`src/rtl/pipe_skid_latch.sv`:
```
// pipe_skid_latch: valid/ready pipeline stage with one skid entry, flush, hit-driven ctrl clear and zeroed bubbles.
module pipe_skid_latch #(
    parameter int DATA_W = 128,
    parameter int CTRL_W = 16,
    parameter logic [CTRL_W-1:0] HIT_CLR_MASK = '0
) (
    input  logic              CLK,
    input  logic              nRST,
    input  logic              flush,
    input  logic              hit,
    input  logic              in_valid,
    output logic              in_ready,
    input  logic [DATA_W-1:0] in_data,
    input  logic [CTRL_W-1:0] in_ctrl,
    output logic              out_valid,
    input  logic              out_ready,
    output logic [DATA_W-1:0] out_data,
    output logic [CTRL_W-1:0] out_ctrl,
    output logic [1:0]        occupancy
);
    // state encoding doubles as the occupancy count
    typedef enum logic [1:0] {EMPTY = 2'd0, ONE = 2'd1, FULL = 2'd2} state_t;
    state_t              r_state, w_state_nxt;
    logic                r_in_ready, r_out_valid;
    logic [DATA_W-1:0]   r_out_data, r_skid_data, w_out_data_nxt, w_skid_data_nxt;
    logic [CTRL_W-1:0]   r_out_ctrl, r_skid_ctrl, w_out_ctrl_nxt, w_skid_ctrl_nxt;
    logic                w_in_fire, w_out_fire;
    assign w_in_fire  = in_valid & r_in_ready;
    assign w_out_fire = r_out_valid & out_ready;
    assign in_ready   = r_in_ready;
    assign out_valid  = r_out_valid;
    assign out_data   = r_out_data;
    assign out_ctrl   = r_out_ctrl;
    assign occupancy  = r_state;
    always_ff @(posedge CLK or negedge nRST) begin
        if (!nRST) begin
            r_state     <= EMPTY;
            r_in_ready  <= 1'b1;
            r_out_valid <= 1'b0;
            r_out_data  <= '0;
            r_out_ctrl  <= '0;
            r_skid_data <= '0;
            r_skid_ctrl <= '0;
        end else begin
            r_state     <= w_state_nxt;
            r_in_ready  <= w_state_nxt != FULL;
            r_out_valid <= w_state_nxt != EMPTY;
            r_out_data  <= w_out_data_nxt;
            r_out_ctrl  <= w_out_ctrl_nxt;
            r_skid_data <= w_skid_data_nxt;
            r_skid_ctrl <= w_skid_ctrl_nxt;
        end
    end
    always_comb begin
        w_state_nxt     = r_state;
        w_out_data_nxt  = r_out_data;
        w_out_ctrl_nxt  = r_out_ctrl;
        w_skid_data_nxt = r_skid_data;
        w_skid_ctrl_nxt = r_skid_ctrl;
        if (flush) begin
            w_state_nxt     = EMPTY;
            w_out_data_nxt  = '0;
            w_out_ctrl_nxt  = '0;
            w_skid_data_nxt = '0;
            w_skid_ctrl_nxt = '0;
        end else begin
            case (r_state)
                EMPTY: if (w_in_fire) begin
                    w_state_nxt    = ONE;
                    w_out_data_nxt = in_data;
                    w_out_ctrl_nxt = in_ctrl;
                end
                ONE: if (w_in_fire && w_out_fire) begin
                    w_out_data_nxt = in_data;
                    w_out_ctrl_nxt = in_ctrl;
                end else if (w_in_fire) begin
                    w_state_nxt     = FULL;
                    w_skid_data_nxt = in_data;
                    w_skid_ctrl_nxt = in_ctrl;
                end else if (w_out_fire) begin
                    w_state_nxt    = EMPTY;
                    w_out_data_nxt = '0;
                    w_out_ctrl_nxt = '0;
                end
                FULL: if (w_out_fire) begin
                    w_state_nxt     = ONE;
                    w_out_data_nxt  = r_skid_data;
                    w_out_ctrl_nxt  = r_skid_ctrl;
                    w_skid_data_nxt = '0;
                    w_skid_ctrl_nxt = '0;
                end
                default: w_state_nxt = EMPTY;
            endcase
            // a stalled, already-serviced request must not be re-issued downstream
            if (r_out_valid && !out_ready && hit)
                w_out_ctrl_nxt = r_out_ctrl & ~HIT_CLR_MASK;
        end
    end
endmodule
```
`config.mk`:
```
export PLATFORM = sky130hd
export DESIGN_NAME = pipe_skid_latch
export DESIGN_NICKNAME = d
export VERILOG_FILES = /design/src/rtl/pipe_skid_latch.sv
export SDC_FILE = /design/constraint.sdc
export NUM_CORES = 1
export LEC_CHECK = 0
export ABC_CLOCK_PERIOD_IN_PS = 4500
export BUFFER_PORTS_ARGS = -buffer_cell sky130_fd_sc_hd__buf_2
export CORE_MARGIN = 2
export CORE_UTILIZATION = 35
export CTS_CLUSTER_SIZE = 28
export DETAILED_ROUTE_END_ITERATION = 8
export REMOVE_ABC_BUFFERS = 1
export SYNTH_ARGS = -nofsm -noshare
export SYNTH_HDL_FRONTEND = slang
export SYNTH_SLANG_ARGS = --single-unit
```
`constraint.sdc`:
```
create_clock -name CLK -period 4.5 [get_ports CLK]
set_input_delay 0 -clock CLK [delete_from_list [all_inputs] [get_ports CLK]]
set_output_delay 0 -clock CLK [all_outputs]
set_load 0.01 [all_outputs]
```
==> impl_metrics.csv <==
group,metric,value,unit
grt,met2_usage,31.3,%
sta,worst_slew_margin_rel,26.4,%
floorplanning,io_pins,298,
finish,areaGrowthSynthToFinish,35.5,%
clock_tree,post_cts_resized,0,
sta,tightest_slew,1100,ps
sta,finalCriticalPeriod,2850,ps
floorplanning,core_area,0.0346,mm2
setup_path,startpoint_type,"register",
clock_tree,cts.reportedPaths.clkPinSlew,60,ps
placement,hpwl,20300,um
logic_synthesis,netlist_top_cells_area,"dfrtp_1 59%, o2bb2ai_1 9.5%, nand2_1 8.8%",
drt,drt-total-wl,35500,um
sta,slew_viol_final,0,
clock_tree,cts_buffer_depth,3,
logic_synthesis,synthArstFlopShare,100,%
logic_synthesis,syn_inst,1159,
floorplanning,die-area,0.0368,mm2
finish,nets,1698,
logic_synthesis,syn_area_per_cell,10.7,um2
logic_synthesis,ys_ff_latch,292,
finish,antenna_cells,0,
grt,grtUsageTotal,19.3,%
sta,period_share,63.4,%
logic_synthesis,ys.flop_type,"dfrtp_1",
placement,place_congestion,0.744,
drt,avgViaCountPerCell,5.15,
floorplanning,rows,68,
sta,rsz0062_at_grt,"false",
grt,grt-ovfl-total,0,
finish,layout-drive-gt1-share,24.8,%
grt,met3_usage,4.00,%
placement,port_buffers,297,
clock_tree,clock_latency,500,ps
sta,setup_viol,0,
sta,skew,11.6,ps
sta,setup_tns,0,ps
finish,multi_input_area,0.00450,mm2
clock_tree,cts_setup_buffers,0,
run,cap_violations,0,
finish,ff_latch_area,0.00731,mm2
finish,n_fill_cell,3189,
setup_path,arrival,3200,ps
grt,grt_max_degree,157,
logic_synthesis,synth_top_area_cell,"dfrtp_1",
setup_path,crit_type,"register to register",
power_and_ir_drop,p_leak,8.02,nW
logic_synthesis,synth_edf_count,0,
floorplanning,die_w,192,um
setup_path,cp.required,4840,ps
power_and_ir_drop,p_per_area,457,mW/mm2
grt,top_usage_layer,"met2",
clock_tree,cts_made_buffers,34,
setup_path,r2r_end,"out_data[16]",
clock_tree,cts_num_sinks,292,
floorplanning,start_util,35.7,%
setup_path,critPathCaptureType,"register",
grt,grt_antenna_before_repair,1,
grt,grt_pass1_wl,57400,um
worst_hold_path,hold_path_class,"primary input to asynchronous set/reset pin",
drt,drtAntennaViolNets,0,
setup_path,max_stage_delay,670,ps
logic_synthesis,ys_types,33,
setup_path,crit_family,"buffers and inverters",
setup_path,crit_start,"occupancy[0]",
clock_tree,cts_tree,"yes",
power_and_ir_drop,peakVddDrop,0.287,mV
setup_path,r2r_slack,1650,ps
power_and_ir_drop,p_total,0.00766,W
logic_synthesis,syn_area,0.0124,mm2
drt,drt-initial-drc-count,686,
setup_path,cp_slowest_cell,"buf_4",
logic_synthesis,ys_seq_area_share,59.1,%
drt,num_vias,10435,
setup_path,reg2reg_from,"occupancy[0]",
drt,wl_per_cell,17.5,um
clock_tree,ctsRootBufferMaster,"clkbuf_16",
floorplanning,die_h,192,um
grt,grt_pass1_vias,10643,
sta,timing_hold_violations_final,0,
logic_synthesis,synth_top_area_share,58.9,%
setup_path,crit_chain,"inv_1 -> ha_1 -> a2bb2oi_1 -> or4_4 -> buf_4 -> o2bb2ai_1",
drt,dr.pass1.iters,5,
sta,fmax,351,MHz
setup_path,worstPathBufferInverterCount,2,
placement,pre_cts_ws,1680,ps
sta,finalWorstSetupSlack,1650,ps
run_status,status,"finished clean",
setup_path,cp_max_fo,58,
clock_tree,hold_buffers,148,
clock_tree,htree_levels,2,
setup_path,reg2reg_depth,6,
grt,gr-usage-met1,26.6,%
logic_synthesis,yosys_warnings,0,
logic_synthesis,synth_common_cells,"291 x dfrtp_1, 291 x nand2_1, 144 x a22oi_1",
drt,drc,0,
## kinds of logic (layout without fill, tap and decap cells)
group / after synthesis / in the layout / share of synthesized area (%)
AOI/OAI and AO/OA: 444 / 444 / 26.0
xor gates and xnor gates: 1 / 1 / 0.0709
adders and majority gates: 4 / 4 / 0.405
buffers and inverters: 112 / 523 / 4.74
DFF: 292 / 292 / 59.1
and+or+nand+nor: 306 / 306 / 9.63
## layer usage
metal | vias to the layer above | part of all wire (%)
met5 | - | 0.037
met4 | 2 | 1.7
li1 | 4963 | -
met3 | 51 | 6.4
met1 | 5105 | 46
met2 | 314 | 46
## report_power, final
part	switching (W)	internal (W)
sequential	0.000218	0.00298
combinational	0.000948	0.000580
clock	0.00109	0.00184
total	0.00225	0.00541
## worst max path at each step
stage | endpoint | slack, ps | cells after the start
after CTS | out_data[65] | 1680 | 6
after global routing | out_data[65] | 1470 | 6
after detailed placement | out_data[26] | 1680 | 6
after global placement | out_data[83] | 1800 | 6
after floorplan | r_skid_ctrl[0] | -2260 | 5
final | out_data[16] | 1650 | 6
## cells in the final DEF (no fill, tap or decap), drive strengths merged, types with 2 or more instances in the layout
| master | instances |
|---|---|
| clkinv | 9 |
| buf | 311 |
| nor3 | 3 |
| nor2 | 2 |
| a21oi | 2 |
| dlygate4sd3 | 148 |
| a211oi | 2 |
| nand2 | 291 |
| o21ai | 148 |
| bufinv | 3 |
| a22oi | 144 |
| ha | 4 |
| o2bb2ai | 144 |
| inv | 2 |
| dfrtp | 291 |
| clkbuf | 50 |
| nand3 | 4 |
## flip-flops by register name (all words and copies together), names as in the netlist
name / cells
r_skid_data: 128
in_ready: 1
out_data: 128
out_ctrl: 16
out_valid: 1
r_skid_ctrl: 16
occupancy: 2
## through the flow
step | util (%) | hold WS (ps) | cell area, um2 | std cells
2_1_floorplan | - | -296 | 11800 | 1049
3_3_place_gp | 40.6 | 42.0 | 14000 | 1815
3_5_place_dp | 40.6 | 39.0 | 14000 | 1815
4_1_cts | 48.4 | 99.8 | 16700 | 2025
5_1_grt | 48.4 | 111 | 16700 | 2025
6_report | 48.4 | 67.2 | 16700 | 2025
## final cells by class
cell class / instances / area share (%)
Timing Repair Buffer: 459 / 18.8
Multi-Input combinational cell: 755 / 26.8
Tap cell: 455 / 3.40
Clock inverter: 12 / 0.807
Clock buffer: 50 / 6.48
Inverter: 2 / 0.0448
Sequential cell: 292 / 43.6
Note: power is estimated with default switching activity, not from simulation.
